==> src/rtl/x1_gram_shifter.sv <==
//------------------------------------------------------------------------------
// x1_gram_shifter
//   Graphics-plane pixel fetch and serializer for the X1 video path.
//   Fetches B/R/G plane bytes from GRAM, double-buffers them, shifts them out
//   MSB-first on the pixel enable and maps each index through the palette.
//   Revision: 1.0
//------------------------------------------------------------------------------
`default_nettype none

module x1_gram_shifter #(
  parameter int RD_LAT = 2
) (
  input  logic        clk,
  input  logic        rst_n,
  input  logic        ce_pix,
  input  logic        line_start,
  input  logic [13:0] row_base,
  input  logic        active,
  output logic [13:0] gram_a,
  input  logic [7:0]  gram_d_b,
  input  logic [7:0]  gram_d_r,
  input  logic [7:0]  gram_d_g,
  input  logic [7:0]  pal_b,
  input  logic [7:0]  pal_r,
  input  logic [7:0]  pal_g,
  output logic        b,
  output logic        r,
  output logic        g,
  output logic        underrun
);

  localparam logic [2:0] LAT = 3'(RD_LAT);

  typedef enum logic [1:0] {
    ST_IDLE = 2'd0,
    ST_WAIT = 2'd1,
    ST_FULL = 2'd2
  } state_t;

  state_t      state;
  state_t      state_nxt;
  logic [2:0]  wait_cnt;
  logic [2:0]  wait_cnt_nxt;

  logic [7:0]  buf_b;
  logic [7:0]  buf_r;
  logic [7:0]  buf_g;
  logic [7:0]  sh_b;
  logic [7:0]  sh_r;
  logic [7:0]  sh_g;
  logic        sh_valid;
  logic [2:0]  bit_cnt;
  // Fetching is armed only by a line start, so nothing is fetched after reset.
  logic        run;

  logic        xfer;
  logic        latch;
  logic [2:0]  idx;

  assign xfer  = !sh_valid && (state == ST_FULL) && (bit_cnt == 3'd0) && !line_start;
  assign latch = (state == ST_WAIT) && (wait_cnt == 3'd1) && !line_start;
  assign idx   = {sh_g[7], sh_r[7], sh_b[7]};

  // Fetch FSM state register.
  always_ff @(posedge clk or negedge rst_n) begin
    if (!rst_n) begin
      state    <= ST_IDLE;
      wait_cnt <= 3'd0;
    end else begin
      state    <= state_nxt;
      wait_cnt <= wait_cnt_nxt;
    end
  end

  // Fetch FSM next state: a line start always aborts back to IDLE.
  always_comb begin
    state_nxt    = state;
    wait_cnt_nxt = wait_cnt;
    if (line_start) begin
      state_nxt = ST_IDLE;
    end else begin
      case (state)
        ST_IDLE: begin
          if (run) begin
            state_nxt    = ST_WAIT;
            wait_cnt_nxt = LAT;
          end
        end
        ST_WAIT: begin
          wait_cnt_nxt = wait_cnt - 3'd1;
          if (wait_cnt == 3'd1) begin
            state_nxt = ST_FULL;
          end
        end
        ST_FULL: begin
          if (xfer) begin
            state_nxt = ST_IDLE;
          end
        end
        default: state_nxt = ST_IDLE;
      endcase
    end
  end

  // Address counter, run flag and fetch buffer.
  always_ff @(posedge clk or negedge rst_n) begin
    if (!rst_n) begin
      gram_a <= 14'd0;
      run    <= 1'b0;
      buf_b  <= 8'd0;
      buf_r  <= 8'd0;
      buf_g  <= 8'd0;
    end else if (line_start) begin
      gram_a <= row_base;
      run    <= 1'b1;
    end else if (latch) begin
      gram_a <= gram_a + 14'd1;
      buf_b  <= gram_d_b;
      buf_r  <= gram_d_r;
      buf_g  <= gram_d_g;
    end
  end

  // Shifter, bit counter, palette lookup and underrun flag.
  always_ff @(posedge clk or negedge rst_n) begin
    if (!rst_n) begin
      sh_b     <= 8'd0;
      sh_r     <= 8'd0;
      sh_g     <= 8'd0;
      sh_valid <= 1'b0;
      bit_cnt  <= 3'd0;
      b        <= 1'b0;
      r        <= 1'b0;
      g        <= 1'b0;
      underrun <= 1'b0;
    end else if (line_start) begin
      sh_valid <= 1'b0;
      bit_cnt  <= 3'd0;
      underrun <= 1'b0;
      if (ce_pix) begin
        b <= 1'b0;
        r <= 1'b0;
        g <= 1'b0;
      end
    end else begin
      // A transfer only happens with an empty shifter, so it never collides
      // with a shift; a coincident enable sees the old (empty) shifter.
      if (xfer) begin
        sh_b     <= buf_b;
        sh_r     <= buf_r;
        sh_g     <= buf_g;
        sh_valid <= 1'b1;
      end
      if (ce_pix) begin
        if (active) begin
          if (sh_valid) begin
            b    <= pal_b[idx];
            r    <= pal_r[idx];
            g    <= pal_g[idx];
            sh_b <= {sh_b[6:0], 1'b0};
            sh_r <= {sh_r[6:0], 1'b0};
            sh_g <= {sh_g[6:0], 1'b0};
          end else begin
            b        <= 1'b0;
            r        <= 1'b0;
            g        <= 1'b0;
            underrun <= 1'b1;
          end
          bit_cnt <= bit_cnt + 3'd1;
          if (bit_cnt == 3'd7) begin
            sh_valid <= 1'b0;
          end
        end else begin
          b <= 1'b0;
          r <= 1'b0;
          g <= 1'b0;
        end
      end
    end
  end

endmodule

`default_nettype wire

==> config.mk <==
export PLATFORM = sky130hd
export DESIGN_NAME = x1_gram_shifter
export DESIGN_NICKNAME = d
export VERILOG_FILES = /design/src/rtl/x1_gram_shifter.sv
export SDC_FILE = /design/constraint.sdc
export NUM_CORES = 1
export LEC_CHECK = 0
export CAP_MARGIN = 30
export CORE_UTILIZATION = 53
export CTS_CLUSTER_SIZE = 8
export DETAILED_ROUTE_END_ITERATION = 12
export GPL_TIMING_DRIVEN = 0
export PLACE_DENSITY_LB_ADDON = 0.12
export SETUP_SLACK_MARGIN = 0.05
export SLEW_MARGIN = 20
export SYNTH_ARGS = -nofsm -noshare
export SYNTH_HDL_FRONTEND = slang
export SYNTH_SLANG_ARGS = --single-unit
==> constraint.sdc <==
create_clock -name clk -period 3.45 [get_ports clk]
set_input_delay 0.69 -clock clk [delete_from_list [all_inputs] [get_ports clk]]
set_output_delay 0.69 -clock clk [all_outputs]
set_load 0.005 [all_outputs]
==> metrics.txt, run 1 <==
status completed; crit end category flop; crit-path max FO 10; share of post-route cells with drive strength above 1 0.131; Placer Congestion 0.817; clock latency on the worst-skew pair 350 ps; Final Setup Violations 0; P_leak 1.98 nW; register area 1900 sq um; largest net degree at the start of global routing 54; CP Class reg2reg; # IOs 85; All-Layer GR Usage 0.242; FF+latch count, synth 76; final-report max-slew violation count 0; sw frac 0.280; PortBufs just over 80; setup_tns 0 ps; PostCTS Resize Cnt 0; synthesized area per cell 10.9 sq um; CTS tree yes; post-synth top area cell dfrtp_1; worst r2r src bit_cnt[0]; synthesized cell area between 3000 and 4000 sq um; CP Launch Type flop; Filler Cells Inserted 450; Final Cycle Share 0.660; Synth area leaders dfrtp_1 (54%), mux2_2 (7.7%), nor2_1 (6.0%), o22ai_1 (4.1%), mux4_2 (3.8%); Die ar. 6960 sq um; clk buf depth 2; prevailing post-synth register cell dfrtp_1; total number of vias 2752; CTS clk-pin slew, worst paths 80 ps; Reg2Reg Depth 8; Buffers & Inverters on Critical Path 3; Async S/R FF share, synth 1.00; CP Launch Point bit_cnt[0]; vias in the first global route 2842; routed len/inst approximately 16 um; Cells after Synth 321; post-synthesis cell type count 38; R2R Setup Slk 1170 ps; Final ANT Viol Nets 0; cell breakdown of the critical path inv_1 -> ha_1 -> or3b_1 -> or3_1 -> clkbuf_1 -> clkbuf_1 -> o22ai_1 -> nor2_1; iteration-0 DRC count of the detailed router around 150; fmax 439 MHz; row count 29; initial core utilization 0.550; CTS H-Tree Depth 3; # DRC 0; post-synthesis sequential area ratio 0.541; Root Driver clkbuf_8; Max Cap Violations 0; die height 83.4 um; Arr. time, crit path 2520 ps; Pre-antenna DRT Iters 4; clock power share 0.263; Total Routed Length roughly 8000 um; VDD IR max 377 uV; Synthesis Warnings 0; Final WS setup between 1000 and 1500 ps; Syn Nets 394; Comb pwr share 0.230; CTS Buf Count 9; final hold vios 0; worst slew pin tran 504 ps; highest cell delay on the worst timing path 390 ps; Max-slew headroom 0.660; pre-CTS setup slack approximately 870 ps; Worst R2R End sh_b[6]; initial antenna violation count 0; Slowest cell on crit path dfrtp_1; Core ar. 6390 sq um; RSZ-0062 raised after global routing no; delay-heaviest family, CP simple AND/OR/NAND/NOR gates; skew final 11.1 ps; Layout area overhead 32.5%; CTS Hold Bufs 0; Synth top area share 0.541; Vias/cell 5.55; n_diodes 0; power per cell area around 570 nW/um^2; Die X roughly 83 um; total grt overflow 0; CP dominant cell by count clkbuf_1; # nets final 488; internal power roughly 0.0019 W; Net Switching 0.000743 W; Post-synth EDFFs 0; first-pass GRT wire length 13200 um; post-CTS setup buffers 0; CP endpoint sh_b[6]; area occupied by multi-input gates 1480 sq um; worst hold path class in2async; hpwl dp 5490 um; Seq pwr share 0.507; CTS Sinks 76; stages on the worst setup path 8; Req. time, crit path 3690 ps; crit path time final roughly 2300 ps
## worst min-delay path by stage
stage | from | endpoint | slack (ps) | cells after the start
final | rst_n | gram_a[3] | 230 | 1
after global routing | rst_n | gram_a[3] | 250 | 1
after CTS | rst_n | gram_a[0] | 240 | 1
after detailed placement | run | run | 450 | 1
after global placement | run | run | 450 | 1
after floorplan | rst_n | b | 390 | 0
## synth_stat cells, types with 2 or more instances
library cell / number
dfrtp_1: 76
nor2_1: 56
mux2_2: 24
o22ai_1: 23
nand2_1: 21
o21ai_0: 15
clkbuf_1: 13
inv_1: 12
nand3_1: 8
mux2i_1: 7
xnor2_1: 7
a31oi_1: 6
ha_1: 6
mux4_2: 6
nor4_1: 4
xor2_1: 4
buf_2: 3
o31ai_1: 3
or4_1: 3
a21oi_1: 2
buf_6: 2
nand4_1: 2
nor3_1: 2
or3_1: 2
## power groups by stage
stage | registers (W) | clock network (W) | logic [W]
floorplan | 0.00131 | 0 | 0.000422
global placement | 0.00135 | 0 | 0.000583
detailed placement | 0.00136 | 0 | 0.000616
CTS | 0.00135 | 0.000705 | 0.000620
global route | 0.00138 | 0.000740 | 0.000686
finish | 0.00135 | 0.000698 | 0.000611
## flip-flops by register name (all words and copies together) (netlist names), 2 cells and up
signal / count
sh_g: 8
state: 2
sh_b: 8
buf_r: 8
bit_cnt: 3
sh_r: 8
gram_a: 14
buf_b: 8
wait_cnt: 3
buf_g: 8
## final cells by class
class / instances / area share
timing repair buffer: 83 / 0.182
sequential: 76 / 0.408
multi-input combinational: 214 / 0.317
buffer: 19 / 0.0193
tap: 77 / 0.0207
clock buffer: 11 / 0.0325
clock inverter: 4 / 0.0105
inverter: 12 / 0.00967
## per-layer routing
layer / routed length [um] / up-vias / track usage / part of all wire
li1: - / 1319 / - / -
met1: 3350 / 1334 / 0.301 / 0.43
met2: 3920 / 83 / 0.409 / 0.50
met3: 382 / 16 / 0.0557 / 0.049
met4: 152 / 0 / 0.0986 / 0.019
met5: 0 / - / 0 / 0
## placed cells by master (no fill, tap or decap), types with 6 or more instances in the layout
cell | Yosys | layout
a31oi_1 | 6 | 6
xnor2_1 | 7 | 7
ha_1 | 6 | 6
clkbuf_8 | 0 | 11
mux4_2 | 6 | 6
o21ai_0 | 15 | 15
mux2_2 | 24 | 24
nor2_1 | 56 | 56
clkbuf_1 | 13 | 13
nand2_1 | 21 | 21
clkdlybuf4s50_1 | 0 | 81
nand3_1 | 8 | 8
o22ai_1 | 23 | 23
mux2i_1 | 7 | 7
inv_1 | 12 | 12
dfrtp_1 | 76 | 76
## kinds of logic after synthesis
group                      after synthesis  share of synthesized area
and+or+nand+nor                        107                      0.144
DFF                                     76                      0.541
AOI/OAI and AO/OA                       53                     0.0919
muxes                                   37                      0.135
buffers and inverters                   31                     0.0385
xor gates and xnor gates                11                     0.0274
adders and majority gates                6                     0.0214
## per-stage QoR
step	power, W	utilization	instance area, sq um	instances	hold WS, ps
3_3_place_gp	0.00193	0.694	4430	480	447
6_report	0.00266	0.729	4660	496	232
4_1_cts	0.00267	0.729	4660	496	239
3_5_place_dp	0.00198	0.698	4460	481	447
5_1_grt	0.00281	0.729	4660	496	248
2_1_floorplan	0.00173	-	3510	321	394
No activity file was read; power rests on OpenSTA's default activity.
==> run 2, diff against run 1 <==
--- a/config.mk
+++ b/config.mk
@@ -6,7 +6,7 @@
 export NUM_CORES = 1
 export LEC_CHECK = 0
 export CAP_MARGIN = 30
-export CORE_UTILIZATION = 53
+export CORE_UTILIZATION = 45
 export CTS_CLUSTER_SIZE = 8
 export DETAILED_ROUTE_END_ITERATION = 12
 export GPL_TIMING_DRIVEN = 0
==> constraint.sdc (replaced) <==
create_clock -name clk -period 1.9 [get_ports clk]
set_input_delay 0.38 -clock clk [delete_from_list [all_inputs] [get_ports clk]]
set_output_delay 0.38 -clock clk [all_outputs]
set_load 0.005 [all_outputs]
==> metrics.txt, run 2 (same netlist as run 1, synthesis figures left out) <==
P_leak 2.12 nW; Max-slew headroom 0.489; Core ar. 7410 sq um; Req. time, crit path 2140 ps; initial core utilization 0.474; Layout area overhead 45.2%; CTS Buf Count 9; clock power share 0.271; Die ar. 8160 sq um; failing checks negative setup slack; most frequent cells in the layout clkdlybuf4s50_1 (81), dfrtp_1 (76), nor2_1 (54), mux2_2 (24), nand2_1 (21); Hold Slack 466 ps; worst r2r src bit_cnt[1]; n_diodes 0; fmax 508 MHz; skew final 14.2 ps; All-Layer GR Usage 0.216; Reg2Reg Depth 8; CTS Sinks between 70 and 80; GR peak layer met2; worst slew pin tran 766 ps; register area 1900 sq um; CP Class reg2reg; met3 Track Usage GR 0.0505; CTS tree yes; Filler Cells Inserted 563; Seq pwr share 0.496; status finished, violations left; Worst R2R End sh_g[4]; max reg flops 14; Vias/cell approximately 5.4; CTS clk-pin slew, worst paths 80 ps; Die X 90.4 um; hpwl dp ~5600 um; area occupied by multi-input gates between 1500 and 2000 sq um; R2R Setup Slk -70 ps; cell breakdown of the critical path inv_2 -> ha_4 -> or3b_4 -> or3_4 -> buf_8 -> buf_8 -> o22ai_2 -> nor2_1; Root Driver clkbuf_8; met1 usage 0.286; highest cell delay on the worst timing path 410 ps; vias in the first global route 2876; row count 31; Placer Congestion 0.839; GRT met2 Usage 0.352; VDD IR max 807 uV; Total Routed Length 8260 um; initial antenna violation count 0; crit end category flop; RSZ-0062 raised after global routing yes; first-pass GRT wire length roughly 14000 um; CP Launch Type flop; iteration-0 DRC count of the detailed router between 100 and 150; PortBufs 82; clk buf depth 2; Top reg by flops gram_a; Arr. time, crit path 2210 ps; crit-path max FO 10; Comb pwr share 0.232; min-delay src run; CTS H-Tree Depth 3; routed len/inst ~16 um; total grt overflow 0; Final WS setup -69.8 ps; final-report max-slew violation count 0; Pre-antenna DRT Iters 4; clock latency on the worst-skew pair 360 ps; final hold vios 0; sink of the worst hold path run; total number of vias 2863; CP Launch Point bit_cnt[1]; Max Cap Violations 0; share of post-route cells with drive strength above 1 0.250; Final ANT Viol Nets 0; delay-heaviest family, CP simple AND/OR/NAND/NOR gates; # IOs between 80 and 90; worst hold path class reg2reg; # DRC 0; die height 90.4 um; worst hold path depth 1; Slowest cell on crit path dfrtp_1; crit path time final 1970 ps; internal power between 0.003 and 0.004 W; sw frac 0.295; Final Cycle Share 1.04; pre-CTS setup slack -398 ps; commonest non-fill, non-tap cell in the layout clkdlybuf4s50_1; largest net degree at the start of global routing 48; Net Switching 0.00151 W; Final Setup Violations 23; # nets final 500; CP dominant cell by count buf_8; power per cell area 1010 nW/um^2; Buffers & Inverters on Critical Path 3
-- run 2: cell count changes in the layout (fill, tap and decap cells not counted), moves of 4 or more --
cell	change
o22ai_1	-20
o22ai_2	+16
buf_4	+10
clkbuf_1	-6
o22ai_4	+4
-- run 2: how the worst max path moves through the flow --
stage | depth (start not counted) | endpoint
after floorplan | 8 | sh_b[2]
after global placement | 1 | buf_b[3]
after detailed placement | 6 | sh_r[2]
after CTS | 8 | sh_g[1]
after global routing | 8 | sh_b[0]
final | 8 | sh_g[4]
-- run 2: through the flow --
| step | power [W] | instances | setup TNS [ps] | cell area (sq um) | util |
|---|---|---|---|---|---|
| finish | 0.00513 | 531 | -977 | 5100 | 0.688 |
| global route | 0.00542 | 531 | -1980 | 5100 | 0.688 |
| CTS | 0.00510 | 529 | -1650 | 5000 | 0.675 |
| detailed placement | 0.00360 | 503 | -11470 | 4520 | 0.611 |
| global placement | 0.00353 | 502 | -178750 | 4500 | 0.607 |
| floorplan | 0.00315 | 321 | 0 | 3550 | - |
-- run 2: area by class of cell --
class                   instances  area share
plain buffers                  18      0.0263
well taps                      99      0.0243
clock buffers                   9      0.0243
flip-flops and latches         76       0.373
clock inverters                 7      0.0194
inverters                      12     0.00883
multi-input cells             214       0.335
repair buffers                 96       0.189
-- run 2: power by group through the flow --
stage,registers (W),logic (W),clock network [W]
4_1_cts,0.00251,0.00119,0.00141
3_3_place_gp,0.00245,0.00108,0
3_5_place_dp,0.00248,0.00112,0
2_1_floorplan,0.00238,0.000775,0
6_report,0.00254,0.00119,0.00139
5_1_grt,0.00261,0.00132,0.00149
-- run 2: repair_timing --
item,CTS,global route
endpoints found under the setup margin,44,52
pin swaps,26,10
cloned,1,0
hold buffers,1,0
buffers inserted,8,3
gates resized for setup,31,23
hold endpoints to repair,29,0
-- run 2: per-layer routing --
| layer | part of all wire | vias to the layer above |
|---|---|---|
| met5 | 0 | - |
| met4 | 0.018 | 0 |
| met3 | 0.032 | 13 |
| met2 | 0.50 | 77 |
| met1 | 0.45 | 1425 |
| li1 | - | 1348 |
==> run 3, diff against run 2 <==
--- a/config.mk
+++ b/config.mk
@@ -5,11 +5,13 @@
 export SDC_FILE = /design/constraint.sdc
 export NUM_CORES = 1
 export LEC_CHECK = 0
+export ABC_AREA = 1
 export CAP_MARGIN = 30
-export CORE_UTILIZATION = 45
+export CORE_UTILIZATION = 55
 export CTS_CLUSTER_SIZE = 8
 export DETAILED_ROUTE_END_ITERATION = 12
 export GPL_TIMING_DRIVEN = 0
+export HOLD_SLACK_MARGIN = 0.05
 export PLACE_DENSITY_LB_ADDON = 0.12
 export SETUP_SLACK_MARGIN = 0.05
 export SLEW_MARGIN = 20
==> constraint.sdc (replaced) <==
create_clock -name clk -period 2.4 [get_ports clk]
set_input_delay 0.48 -clock clk [delete_from_list [all_inputs] [get_ports clk]]
set_output_delay 0.48 -clock clk [all_outputs]
set_load 0.005 [all_outputs]
==> metrics.txt, run 3 <==
Filler Cells Inserted around 550; total grt overflow 0; CTS Hold Bufs 0; largest net degree at the start of global routing 43; Pre-antenna DRT Iters 5; power per cell area 808 nW/um^2; Layout area overhead 28.9%; Vias/cell 5.11; Final ANT Viol Nets 0; vias in the first global route roughly 3600; most frequent cell after synthesis nand2_1; iteration-0 DRC count of the detailed router 205; Max Cap Violations 0; met3 Track Usage GR 0.0471; Max-slew headroom 0.634; clk buf depth 2; worst hold path class in2async; # IOs 85; hpwl dp 7000 um; highest cell delay on the worst timing path 540 ps; routed len/inst between 10 and 15 um; final-report max-slew violation count 0; Die ar. 7700 sq um; post-synth top area cell dfrtp_1; Arr. time, crit path roughly 1400 ps; share of post-route cells with drive strength above 1 0.0853; total number of vias 3665; All-Layer GR Usage 0.265; Synth top cells by count nand2_1 (125), dfrtp_1 (76), nor2_1 (71); Cells after Synth roughly 520; CTS clk-pin slew, worst paths 90 ps; Final Cycle Share 0.766; VDD IR max 396 uV; CP Class reg2out; cell breakdown of the critical path clkdlybuf4s50_1; # DRC 0; Synth area leaders dfrtp_1 (47%), nand2_1 (12%), o21ai_0 (7.1%), nor2_1 (6.6%), inv_1 (6.5%); post-route cell area 5210 sq um; skew final 10.6 ps; Slowest cell on crit path clkdlybuf4s50_1; Hold Slack 94.3 ps; CTS Sinks between 70 and 80; final hold vios 0; Placer Congestion 0.907; crit-path max FO 5; CTS tree yes; post-CTS setup buffers 0; synthesized area per cell 7.76 sq um; GR peak layer met2; CTS Buf Count 9; Synth top area share 0.470; CP Launch Type flop; Post-synth EDFFs 0; Top reg by flops gram_a; Area after DPL roughly 5000 sq um; first-pass GRT wire length 15700 um; met1 usage 0.317; Root Driver clkbuf_8; Die X 87.7 um; post-synthesis sequential area ratio 0.470; Core ar. 6940 sq um; # nets final 689; PostCTS Resize Cnt 0; commonest non-fill, non-tap cell in the layout nand2_1; Async S/R FF share, synth 1.00; crit end category output port; delay-heaviest family, CP buffers and inverters; Req. time, crit path 1920 ps; Total Routed Length 9490 um; initial core utilization 0.582; PortBufs 83; GRT met2 Usage 0.470; Syn Nets 594; initial antenna violation count 0; area occupied by multi-input gates 1700 sq um; die height between 80 and 90 um; synthesized cell area 4040 sq um; row count 30; max reg flops 14; fmax 544 MHz; status completed; clock latency on the worst-skew pair roughly 360 ps; RSZ-0062 raised after global routing no; Buffers & Inverters on Critical Path 1; prevailing post-synth register cell dfrtp_1; worst slew pin tran 548 ps; register area approximately 1900 sq um; FF+latch count, synth 76; n_diodes 0; Synthesis Warnings 0; crit path time final 1840 ps; Final Setup Violations 0; CTS H-Tree Depth 3; post-synthesis cell type count 33; most frequent cells in the layout nand2_1 (125), clkdlybuf4s50_1 (82), dfrtp_1 (76), nor2_1 (71), inv_1 (70); P_leak 2.55 nW
==> run 3: cell count changes after synthesis, moves of 23 or more <==
cell / previous run / this run
inv_1: 12 / 70
mux2_2: 24 / 0
o22ai_1: 23 / 0
o21ai_0: 15 / 57
nand3_1: 8 / 45
nand2_1: 21 / 125
==> run 3: final timing paths <==
kind                             from        end  slack (ps)  cells after the start
max reg2reg                bit_cnt[0]    sh_g[7]         780                      8
max in group asynchronous       rst_n  gram_a[6]        1720                      2
max                         gram_a[3]  gram_a[3]         560                      1
min reg2reg                       run        run         470                      2
min in group clk                  run        run         470                      2
min                             rst_n   buf_r[5]          90                      1
==> run 3: report_power, final <==
part | internal [W] | switching (W)
clock network | 0.000485 | 0.000508
logic | 0.000564 | 0.000714
registers | 0.00172 | 0.000218
total | 0.00277 | 0.00144
==> run 3: layer usage <==
metal,routed length (um),vias to the layer above
li1,-,1827
met1,4130,1716
met2,4660,108
met3,542,14
met4,149,0
met5,0,-
==> run 3: area by class of cell <==
cell class | count | area share
clock inverter | 7 | 0.0146
multi-input combinational | 353 | 0.327
sequential | 76 | 0.365
tap | 96 | 0.0230
inverter | 74 | 0.0557
buffer | 18 | 0.0283
timing repair buffer | 84 | 0.163
clock buffer | 9 | 0.0238
==> run 3: kinds of logic (layout without fill, tap and decap cells) <==
group,Yosys count,count (layout),share of synthesized area
compound gates,72,72,0.0928
flops,76,76,0.470
xor+xnor,5,5,0.0108
fa+ha+maj,6,6,0.0186
buf+inv,92,192,0.108
simple gates,270,270,0.299
==> run 3: per-stage QoR <==
stage	worst slack, ps	utilization	instances	power [W]	setup TNS, ps
2_1_floorplan	1040	-	521	0.00277	0
3_5_place_dp	336	0.722	701	0.00324	0
5_1_grt	516	0.750	717	0.00451	0
4_1_cts	561	0.750	717	0.00424	0
6_report	562	0.750	717	0.00421	0
3_3_place_gp	-1800	0.719	700	0.00317	-136160
